--- config.mk ---
export PLATFORM = sky130hd
export DESIGN_NAME = uart_rx_mmio
export DESIGN_NICKNAME = d
export VERILOG_FILES = /design/src/rtl/uart_pkg.sv /design/src/rtl/uart_rx_fifo.sv /design/src/rtl/uart_rx_mmio.sv
export SDC_FILE = /design/constraint.sdc
export NUM_CORES = 1
export LEC_CHECK = 0
export CAP_MARGIN = 0
export CORE_ASPECT_RATIO = 1.4
export CORE_MARGIN = 4
export CORE_UTILIZATION = 50
export CTS_BUF_LIST = sky130_fd_sc_hd__clkbuf_16
export DETAILED_ROUTE_END_ITERATION = 6
export PLACE_DENSITY = 0.72
export SLEW_MARGIN = 40
export SYNTH_ARGS = -nofsm -noshare
export SYNTH_HDL_FRONTEND = slang
export SYNTH_SLANG_ARGS = --single-unit
--- constraint.sdc ---
create_clock -name clk -period 4.85 [get_ports clk]
set_clock_uncertainty 0.1 [all_clocks]
set_input_delay 0.97 -clock clk [delete_from_list [all_inputs] [get_ports clk]]
set_output_delay 0.97 -clock clk [all_outputs]
set_load 0.005 [all_outputs]
--- src/rtl/uart_pkg.sv ---
// Shared UART definitions: register map, STATUS bit positions, receiver FSM encoding.
// Shared by uart_rx_mmio and the transmit-side block that will reuse this register map.
package uart_pkg;

   localparam logic [1:0] REG_DATA   = 2'd0;
   localparam logic [1:0] REG_STATUS = 2'd1;
   localparam logic [1:0] REG_DIV    = 2'd2;

   localparam int ST_EMPTY = 0;
   localparam int ST_FULL  = 1;
   localparam int ST_OVR   = 2;
   localparam int ST_FERR  = 3;
   localparam int ST_PERR  = 4;

   localparam logic [15:0] DIV_MIN = 16'd2;

   typedef enum logic [2:0] {
      S_IDLE,
      S_START,
      S_DATA,
      S_PARITY,
      S_STOP,
      S_WAIT_HIGH
   } rx_state_e;

   // Divisors below DIV_MIN would leave no room for a mid-bit sample.
   function automatic logic [15:0] clamp_div(input logic [15:0] v);
      return (v < DIV_MIN) ? DIV_MIN : v;
   endfunction

endpackage

--- src/rtl/uart_rx_fifo.sv ---
// Synchronous receive FIFO; the head entry is presented combinationally.
// A pop in the same cycle frees a slot, so a push into a full FIFO is then accepted.
module uart_rx_fifo #(
   parameter int DEPTH = 8,
   parameter int W     = 8,
   localparam int AW   = $clog2(DEPTH),
   localparam int CW   = AW + 1
) (
   input  logic          clk_i,
   input  logic          rst_i,
   input  logic          push_i,
   input  logic [W-1:0]  din_i,
   input  logic          pop_i,
   output logic [W-1:0]  head_o,
   output logic          full_o,
   output logic          empty_o,
   output logic [CW-1:0] count_o,
   output logic          drop_o
);

   logic [W-1:0]  mem_q [DEPTH];
   logic [AW-1:0] wr_ptr_q, wr_ptr_d;
   logic [AW-1:0] rd_ptr_q, rd_ptr_d;
   logic [CW-1:0] count_q, count_d;
   logic          pop_ok, push_ok;

   assign full_o  = (count_q == CW'(DEPTH));
   assign empty_o = (count_q == '0);
   assign count_o = count_q;
   assign head_o  = mem_q[rd_ptr_q];

   assign pop_ok  = pop_i & ~empty_o;
   assign push_ok = push_i & (~full_o | pop_ok);
   assign drop_o  = push_i & ~push_ok;

   always_comb begin
      wr_ptr_d = wr_ptr_q + AW'(push_ok);
      rd_ptr_d = rd_ptr_q + AW'(pop_ok);
      count_d  = count_q + CW'(push_ok) - CW'(pop_ok);
   end

   always_ff @(posedge clk_i) begin
      if (rst_i) begin
         wr_ptr_q <= '0;
         rd_ptr_q <= '0;
         count_q  <= '0;
      end else begin
         wr_ptr_q <= wr_ptr_d;
         rd_ptr_q <= rd_ptr_d;
         count_q  <= count_d;
      end
   end

   always_ff @(posedge clk_i) begin
      if (push_ok) mem_q[wr_ptr_q] <= din_i;
   end

endmodule

--- src/rtl/uart_rx_mmio.sv ---
// Memory-mapped 8N1 UART receiver: synchroniser, oversampling framer, receive FIFO, registers.
// Optional even-parity checking is built when UART_RX_PARITY_EN is defined.
module uart_rx_mmio
   import uart_pkg::*;
#(
   parameter int CLOCK_RATE = 12_000_000,
   parameter int BAUD_RATE  = 9600,
   parameter int FIFO_DEPTH = 8
) (
   input  logic        clk,
   input  logic        rst,
   input  logic        sel,
   input  logic        wren,
   input  logic [1:0]  addr,
   input  logic [31:0] wdata,
   output logic [31:0] rdata,
   input  logic        rx,
   output logic        irq
);

   localparam logic [15:0] DIV_RESET = 16'(CLOCK_RATE / BAUD_RATE);
   localparam int          CW        = $clog2(FIFO_DEPTH) + 1;

   rx_state_e     state_q, state_d;
   logic          rx_m_q, rx_s_q;
   logic [15:0]   cnt_q, cnt_d;
   logic [2:0]    bit_q, bit_d;
   logic [7:0]    shreg_q, shreg_d;
   logic [15:0]   div_q, div_d;
   logic [15:0]   divreg_q, divreg_d;
   logic          par_bad_q, par_bad_d;
   logic          ferr_q, ferr_d, ovr_q, ovr_d, perr_q, perr_d;
   logic [31:0]   rdata_q, rdata_d;
   logic          push, ferr_set, perr_set, tick;
   logic          rd_acc, wr_acc, pop;
   logic [7:0]    head;
   logic          full, empty, drop;
   logic [CW-1:0] count;
   logic [7:0]    count8;
   logic          unused_ok;

   assign tick   = (cnt_q == '0);
   assign rd_acc = sel & ~wren;
   assign wr_acc = sel & wren;
   assign pop    = rd_acc & (addr == REG_DATA);
   assign count8 = 8'(count);

   // Framer: counters reload to div_q-1 so each bit spans exactly div_q clocks.
   always_comb begin
      state_d   = state_q;
      cnt_d     = cnt_q;
      bit_d     = bit_q;
      shreg_d   = shreg_q;
      div_d     = div_q;
      par_bad_d = par_bad_q;
      push      = 1'b0;
      ferr_set  = 1'b0;
      perr_set  = 1'b0;
      case (state_q)
         S_IDLE: begin
            if (!rx_s_q) begin
               state_d   = S_START;
               div_d     = divreg_q;
               cnt_d     = divreg_q >> 1;
               par_bad_d = 1'b0;
            end
         end
         S_START: begin
            if (!tick) cnt_d = cnt_q - 16'd1;
            else if (!rx_s_q) begin
               state_d = S_DATA;
               cnt_d   = div_q - 16'd1;
               bit_d   = 3'd0;
            end else state_d = S_IDLE;
         end
         S_DATA: begin
            if (!tick) cnt_d = cnt_q - 16'd1;
            else begin
               shreg_d = {rx_s_q, shreg_q[7:1]};
               cnt_d   = div_q - 16'd1;
               bit_d   = bit_q + 3'd1;
`ifdef UART_RX_PARITY_EN
               if (bit_q == 3'd7) state_d = S_PARITY;
`else
               if (bit_q == 3'd7) state_d = S_STOP;
`endif
            end
         end
`ifdef UART_RX_PARITY_EN
         S_PARITY: begin
            if (!tick) cnt_d = cnt_q - 16'd1;
            else begin
               par_bad_d = ^{shreg_q, rx_s_q};
               perr_set  = par_bad_d;
               cnt_d     = div_q - 16'd1;
               state_d   = S_STOP;
            end
         end
`endif
         S_STOP: begin
            if (!tick) cnt_d = cnt_q - 16'd1;
            else if (rx_s_q) begin
               push    = ~par_bad_q;
               state_d = S_IDLE;
            end else begin
               ferr_set = 1'b1;
               state_d  = S_WAIT_HIGH;
            end
         end
         S_WAIT_HIGH: begin
            if (rx_s_q) state_d = S_IDLE;
         end
         default: state_d = S_IDLE;
      endcase
   end

   always_comb begin
      rdata_d  = '0;
      divreg_d = divreg_q;
      if (rd_acc) begin
         case (addr)
            REG_DATA:   rdata_d = empty ? 32'd0 : {23'd0, 1'b1, head};
            REG_STATUS: rdata_d = {16'd0, count8, 3'd0, perr_q, ferr_q, ovr_q, full, empty};
            REG_DIV:    rdata_d = {16'd0, divreg_q};
            default:    rdata_d = '0;
         endcase
      end
      if (wr_acc && addr == REG_DIV) divreg_d = clamp_div(wdata[15:0]);
   end

   // Sticky flags: a set in the same cycle as a clear wins.
   always_comb begin
      ferr_d = (ferr_q & ~(wr_acc && addr == REG_STATUS && wdata[ST_FERR])) | ferr_set;
      ovr_d  = (ovr_q  & ~(wr_acc && addr == REG_STATUS && wdata[ST_OVR]))  | drop;
`ifdef UART_RX_PARITY_EN
      perr_d = (perr_q & ~(wr_acc && addr == REG_STATUS && wdata[ST_PERR])) | perr_set;
`else
      perr_d = 1'b0;
`endif
   end

   always_ff @(posedge clk) begin
      if (rst) begin
         state_q   <= S_IDLE;
         cnt_q     <= '0;
         bit_q     <= '0;
         shreg_q   <= '0;
         div_q     <= DIV_RESET;
         par_bad_q <= 1'b0;
      end else begin
         state_q   <= state_d;
         cnt_q     <= cnt_d;
         bit_q     <= bit_d;
         shreg_q   <= shreg_d;
         div_q     <= div_d;
         par_bad_q <= par_bad_d;
      end
   end

   always_ff @(posedge clk) begin
      if (rst) begin
         rx_m_q   <= 1'b1;
         rx_s_q   <= 1'b1;
         divreg_q <= DIV_RESET;
         ferr_q   <= 1'b0;
         ovr_q    <= 1'b0;
         perr_q   <= 1'b0;
         rdata_q  <= '0;
      end else begin
         rx_m_q   <= rx;
         rx_s_q   <= rx_m_q;
         divreg_q <= divreg_d;
         ferr_q   <= ferr_d;
         ovr_q    <= ovr_d;
         perr_q   <= perr_d;
         rdata_q  <= rdata_d;
      end
   end

   uart_rx_fifo #(.DEPTH(FIFO_DEPTH), .W(8)) u_fifo (
      .clk_i   (clk),
      .rst_i   (rst),
      .push_i  (push),
      .din_i   (shreg_q),
      .pop_i   (pop),
      .head_o  (head),
      .full_o  (full),
      .empty_o (empty),
      .count_o (count),
      .drop_o  (drop)
   );

   assign rdata     = rdata_q;
   assign irq       = ~empty | ferr_q | ovr_q | perr_q;
   assign unused_ok = ^{wdata[31:16], wdata[4], perr_set};

endmodule

==> key figures, run 1 <==
Run status
  • Status: complete, no violations

Synth
  • Library cells used by synthesis: 60
  • EDFF count, synth: 64
  • Synthesis Warnings: 0
  • Synth Area in Compound Gates: 11.61%
  • Simple-gate area share of the yosys netlist: 18.28%
  • Synth Area in Adders: 3.109%
  • Seq/Total Area, Yosys: 53.74%
  • Largest family of logic cells by synthesized area: simple AND/OR/NAND/NOR gates
  • Gate Count Post-Synth: 693
  • Post-Synth XOR/XNOR Area: 2.251%
  • Area of the mapped netlist: 7003 um2
  • #FFs+latches synth: 156
  • Asr flop ratio synth: 0%
  • Ys flop type: dfxtp_1
  • Syn_area_per_cell: 10.11 um2
  • Post-synthesis mux area share: 6.450%

Clock network
  • Clock root cell: clkbuf_16
  • Postcts setup bufs: 0
  • H-tree levels: 4
  • CTS buffer count: 17
  • Post-CTS Resized: 0
  • Clock sink total: 156
  • Clock buffer depth: 2
  • CTS tree: done
  • Reg clk slew, reported paths: 0.06 ns
  • Clk_lat worst skew: 0.43 ns
  • Hold buffer count at CTS: 0

Final layout
  • Layout Nets: 785
  • Most frequent cells in the layout: nand2_1, dfxtp_1, edfxtp_1, nor2_1, a21oi_1
  • Fin cells: 925
  • Layout fillers: 1124
  • Area grow syn2layout: 15.62%
  • Inserted Diodes: 0
  • Share of cells above drive strength 1: 9.960%
  • Design area: 8097 um2
  • Commonest non-fill, non-tap cell in the layout: nand2_1

Placed design
  • Placed Area: 7518 um2
  • Post-DP HPWL: 12220 um
  • Placed cells: 893
  • GPL Wtd Cong: 0.8726
  • IO Port Bufs: 39

Setup path
  • CP max FO: 12
  • Critical Path End Type: flip-flop
  • R2R Setup Slk: 1.82 ns
  • Worst Path Required: 5.04 ns
  • WS Path Type: input pin to flip-flop
  • Reg2reg path depth: 12
  • Worst r2r src: u_fifo.count_o[2]
  • Crit path arrival time: 3.69 ns
  • Worst r2r dst: u_fifo.count_o[2]
  • CP startpoint kind: input pin

Routing
  • Vias/cell: 5.730
  • Post-DR wirelength/cell: 18.29 um
  • TritonRoute pass-1 iters: 5
  • ANT nets after route: 0
  • Routed wire length: 16920 um
  • # DRC: 0
  • DR vias: 5300
  • Drt first-iter violations: 428

GRT
  • GR Overflow Total: 0
  • Antenna violations before repair: 0
  • Largest net degree at the start of global routing: 67
  • First-pass GRT wire length: 26830 um
  • Total track usage: 22.08%
  • Vias in the first global route: 5167

STA
  • Fmax: 0.2855 GHz
  • Worst slew pin tran: 0.7947 ns
  • Final Hold Viols: 0
  • Setup_tns: 0 ns
  • Setup violations, final: 0
  • Slew HR: 46.53%
  • Final Max Tran Viols: 0
  • Final Critical Period: 3.503 ns
  • Final Cycle Share: 72.22%
  • RSZ-0062 raised after global routing: no

Floorplan
  • Row count: 50
  • Area of the core: 13580 um2
  • Initial Utilization: 51.59%
  • Die ar.: 15990 um2
  • Die width: 108.0 um
  • I/O pin total: 72
  • Die Ht: 148.0 um

Hold path
  • Hold depth: 1
  • Hold Path End: rx_s_q
  • Worst hold start: rx_m_q
  • HP Class: flip-flop to flip-flop

Pwr
  • PwrDens: 372.1 nW/um2
  • P_leak: 0.002806 uW
  • Worst VDD drop: 0.3169 mV

Run
  • Max-Cap Viols: 0
## flip-flops by register name, indices dropped and copies added (netlist names), 3 cells and up
name and flops:
u_fifo.mem_q 64, div_q 16, u_fifo.count_o 4, state_q 3, u_fifo.wr_ptr_q 3, shreg_q 8, rdata 16, cnt_q 16
bit_q 3, divreg_q 16, u_fifo.rd_ptr_q 3
## where the power goes
group | internal [uW] | switching (uW)
combinational | 132 | 202
clock | 736 | 533
sequential | 1380 | 30.2
## final cells by class
class	instances	area, um2	area share [%]
clock buffer	18	450.4	5.563
inverter	19	71.32	0.8809
tap	182	227.7	2.813
multi-input combinational	486	2995	37.00
clock inverter	14	117.6	1.453
sequential	156	3766	46.52
timing repair buffer	50	467.9	5.780
## routing by layer
layer  GRT usage, %  up-vias  wire (um)  part of all wire, %
li1               -     2539          -                    -
met1          24.38     2563       6278                   37
met2          39.48      162       9284                   55
met3          5.548       36        826                  4.9
met4          9.918        0        533                  3.1
met5              0        -          0                    0
## cells by family after synthesis
group / count (synthesis)
multiplexers: 25
other: 1
XOR/XNOR: 18
AO/OA/AOI/OAI: 132
adder cells (fa/ha/maj): 17
flip-flops: 156
AND/OR/NAND/NOR: 278
buffers and inverters: 66
## Yosys cell counts (all sizes together), types with 2 or more instances
cell / instances / share of area [%]
a21oi: 55 / 3.9
nor2: 61 / 3.3
and3: 6 / 0.54
nor3b: 4 / 0.43
or2: 3 / 0.27
nand2: 115 / 6.2
a22oi: 3 / 0.32
o211ai: 2 / 0.21
o21ai: 30 / 2.3
a31oi: 4 / 0.36
o221ai: 3 / 0.38
a32oi: 2 / 0.25
clkbuf: 26 / 1.4
o22ai: 8 / 0.71
nor3: 20 / 1.5
a221oi: 4 / 0.50
or3: 4 / 0.36
mux2i: 8 / 1.1
a32o: 3 / 0.43
nand3: 20 / 1.4
inv: 19 / 1.0
nor4: 12 / 1.1
nand3b: 3 / 0.32
buf: 21 / 2.1
edfxtp: 64 / 27
mux4: 16 / 5.1
xor2: 9 / 1.1
nand2b: 11 / 0.98
ha: 15 / 2.7
o21a: 2 / 0.21
a211oi: 6 / 0.64
dfxtp: 92 / 26
nand4: 7 / 0.63
xnor2: 9 / 1.1
nor2b: 8 / 0.71
## through the flow
stage,worst slack (ns),hold WS [ns],power [uW],utilization (%)
after floorplan,1.504,0.2895,1671,-
after global placement,0.9016,0.2983,1757,55.37
after detailed placement,0.9154,0.2930,1766,55.38
after CTS,1.356,0.3104,3031,59.57
after global routing,1.138,0.3263,3130,59.64
final,1.347,0.3099,3013,59.64
## critical path, stage by stage
cell and delay [ns]:
clkdlybuf4s50_1 0.59, or3_1 0.59, o211a_1 0.30, nor4_1 0.28, buf_4 0.18, ha_1 0.16
inv_1 0.05, fa_1 0.37, xor2_1 0.15, nor2_1 0.05
## worst max path at each step
stage	endpoint	startpoint	cells past startpoint
final	u_fifo.count_o[2]	addr[1]	10
after global routing	u_fifo.count_o[2]	addr[1]	10
after CTS	u_fifo.count_o[2]	addr[1]	10
after detailed placement	u_fifo.count_o[2]	addr[1]	10
after global placement	u_fifo.count_o[2]	addr[1]	10
after floorplan	u_fifo.mem_q[0][0]	addr[1]	5
(Power assumes the default switching activity.)
==> run 2: changes to the inputs <==
--- a/config.mk
+++ b/config.mk
@@ -11,7 +11,7 @@
 export CORE_UTILIZATION = 50
 export CTS_BUF_LIST = sky130_fd_sc_hd__clkbuf_16
 export DETAILED_ROUTE_END_ITERATION = 6
-export PLACE_DENSITY = 0.72
+export PLACE_DENSITY = 0.74
 export SLEW_MARGIN = 40
 export SYNTH_ARGS = -nofsm -noshare
 export SYNTH_HDL_FRONTEND = slang
==> constraint.sdc (replaced) <==
create_clock -name clk -period 2.9 [get_ports clk]
set_clock_uncertainty 0.1 [all_clocks]
set_input_delay 0.58 -clock clk [delete_from_list [all_inputs] [get_ports clk]]
set_output_delay 0.58 -clock clk [all_outputs]
set_load 0.005 [all_outputs]
==> run 2 against run 1 <==
Net effect: global-route usage grew 0.77 points; utilization grew 2.1 points; via count grew 5.2%; clock-buffer cell count shrank 1; sequential power grew 67%; wire length grew 6.0%; sequential cell count is the same; first-iteration DRC count grew 0.70%; clock power grew 76%; power grew 75%; die area is the same; largest cell class unchanged; critical path depth grew 3.
==> key figures, run 2 (synthesized netlist as in run 1, its figures left out) <==
Pwr
  • Worst VDD drop: 0.5626 mV (+78%)
  • Combinational group share of total power: 12.9% (+1.8 points)
  • Clk pwr share: 42.4% (+0.3 points)
  • Switching Fraction: 27.19% (+1.8 points)
  • Sequential Power Share: 44.7% (-2.1 points)
  • P_leak: 0.002966 uW (+5.7%)
  • PwrDens: 628.1 nW/um2 (+69%)
  • Net switching power figure: 1432 uW (+87%)
  • Internal power: 3833 uW (+71%)

STA
  • Worst slew pin tran: 0.7782 ns (-0.01649 ns)
  • Final Hold Viols: 0 (unchanged)
  • Fmax: 0.3555 GHz
  • Final Cycle Share: 97.01%
  • Slew HR: 48.05% (+1.5 points)
  • Final Max Tran Viols: 0 (unchanged)
  • Final Critical Period: 2.813 ns
  • Setup violations, final: 0 (unchanged)

Clock network
  • Clock root cell: clkbuf_16
  • Clock buffer depth: 2 (unchanged)
  • CTS buffer count: 17 (unchanged)
  • CTS tree: done
  • Clock sink total: 156 (unchanged)
  • Clk_lat worst skew: 0.44 ns (about the same)
  • Reg clk slew, reported paths: 0.07 ns (about the same)
  • H-tree levels: 4 (unchanged)

Floorplan
  • Die Ht: 148.0 um (unchanged)
  • I/O pin total: 72 (unchanged)
  • Row count: 50 (unchanged)
  • Initial Utilization: 51.59% (unchanged)
  • Die width: 108.0 um (unchanged)
  • Die ar.: 15990 um2 (unchanged)
  • Area of the core: 13580 um2 (unchanged)

GRT
  • First-pass GRT wire length: 27840 um (+3.8%)
  • Total track usage: 22.86% (+0.77 points)
  • Largest net degree at the start of global routing: 67 (unchanged)
  • GR Overflow Total: 0 (unchanged)
  • Vias in the first global route: 5308 (+2.7%)
  • Antenna violations before repair: 0 (unchanged)

Routing
  • Post-DR wirelength/cell: 18.79 um (+2.7%)
  • Vias/cell: 5.840 (+1.9%)
  • TritonRoute pass-1 iters: 6 (+1)
  • DR vias: 5577 (+5.2%)
  • Drt first-iter violations: 431 (+0.70%)
  • Routed wire length: 17940 um (+6.0%)
  • ANT nets after route: 0 (unchanged)
  • # DRC: 0 (unchanged)

Setup path
  • WS Path Type: flip-flop to flip-flop
  • CP max FO: 10 (-2)
  • Worst Path Required: 3.09 ns (-1.95 ns)
  • Crit path arrival time: 3.01 ns (-0.68 ns)
  • Critical Path End Type: flip-flop
  • CP startpoint kind: flip-flop

Final layout
  • Fin cells: 955 (+3.2%)
  • Share of cells above drive strength 1: 14.75% (+4.8 points)
  • Inserted Diodes: 0 (unchanged)
  • Commonest non-fill, non-tap cell in the layout: nand2_1
  • Most flop-heavy register: u_fifo.mem_q
  • Design area: 8383 um2 (+3.5%)
  • Area grow syn2layout: 19.71%
  • Final core occ: 61.75% (+2.1 points)
  • Layout Nets: 815 (+3.8%)
  • Most frequent cells in the layout: nand2_1, dfxtp_1, edfxtp_1, nor2_1, a21oi_1
  • Number of flip-flops in the largest register: 64 (unchanged)

Run
  • Max-Cap Viols: 0 (unchanged)

Hold path
  • HP Class: flip-flop to flip-flop

Placed design
  • GPL Wtd Cong: 0.9611 (+10%)
  • Placed cells: 919 (+2.9%)
  • Placed Area: 7722 um2 (+2.7%)
  • Post-DP HPWL: 12940 um (+5.9%)
  • IO Port Bufs: 39 (unchanged)

Run status
  • Status: complete, no violations
[run 2: changes by cell type in the layout (fill, tap and decap cells not counted), moves of 3 or more]
cell	delta
buf_4	+29
inv_8	+5
inv_1	-4
clkinv_4	-3
inv_6	+3
[run 2: worst max-delay path: stages, from the launching register on]
cell and delay [ns]:
dfxtp_2 0.35, inv_2 0.05, ha_1 0.18, nor3b_1 0.16, or3_4 0.40, buf_6 0.15
nor2_4 0.11, ha_1 0.23, inv_1 0.09, ha_2 0.20, inv_1 0.06, fa_2 0.34
xor2_1 0.18, nor2_1 0.06
[run 2: final timing paths]
kind | end | slack, ns | cells past startpoint | from
max | u_fifo.count_o[2] | 0.09 | 13 | u_fifo.count_o[2]
min | rx_s_q | 0.32 | 1 | rx_m_q
max reg2reg | u_fifo.count_o[2] | 0.09 | 13 | u_fifo.count_o[2]
min reg2reg | rx_s_q | 0.32 | 1 | rx_m_q
[run 2: cell type report]
class / instances / area [um2]
Fill cell: 1096 / 5192
Sequential cell: 156 / 3766
Multi-Input combinational cell: 486 / 3028
Timing Repair Buffer: 80 / 696.9
Clock buffer: 17 / 425.4
Tap cell: 182 / 227.7
Clock inverter: 15 / 167.7
Inverter: 19 / 71.32
[run 2: stage by stage]
| step | setup TNS, ns | hold WS, ns | total power, uW | setup WS [ns] |
|---|---|---|---|---|
| global route | -0.002993 | 0.3343 | 5437 | -0.002993 |
| CTS | 0 | 0.3248 | 5238 | 0.004655 |
| finish | 0 | 0.3168 | 5265 | 0.08684 |
| floorplan | 0 | 0.2895 | 2794 | 0.09047 |
| global placement | -10.16 | 0.2988 | 3009 | -0.2301 |
| detailed placement | -13.49 | 0.3046 | 3027 | -0.3397 |
[run 2: what timing repair did]
item	4_1_cts	5_1_grt
resized for setup	1	11
setup endpoints to repair	1	69
pin swaps	0	6
hold buffers	0	0
buffers inserted	1	3
hold endpoints to repair	0	0
[run 2: per-layer routing]
metal	global-route usage (%)	wire (um)
met4	11.12	641
met1	25.99	6483
met5	0	0
met3	4.937	1266
met2	40.19	9553
[run 2: power by group through the flow]
stage	logic [uW]	clock network (uW)	registers (uW)
after floorplan	412	0	2380
after global placement	612	0	2400
after detailed placement	628	0	2400
after global routing	739	2340	2360
final	678	2230	2360
after CTS	635	2250	2350
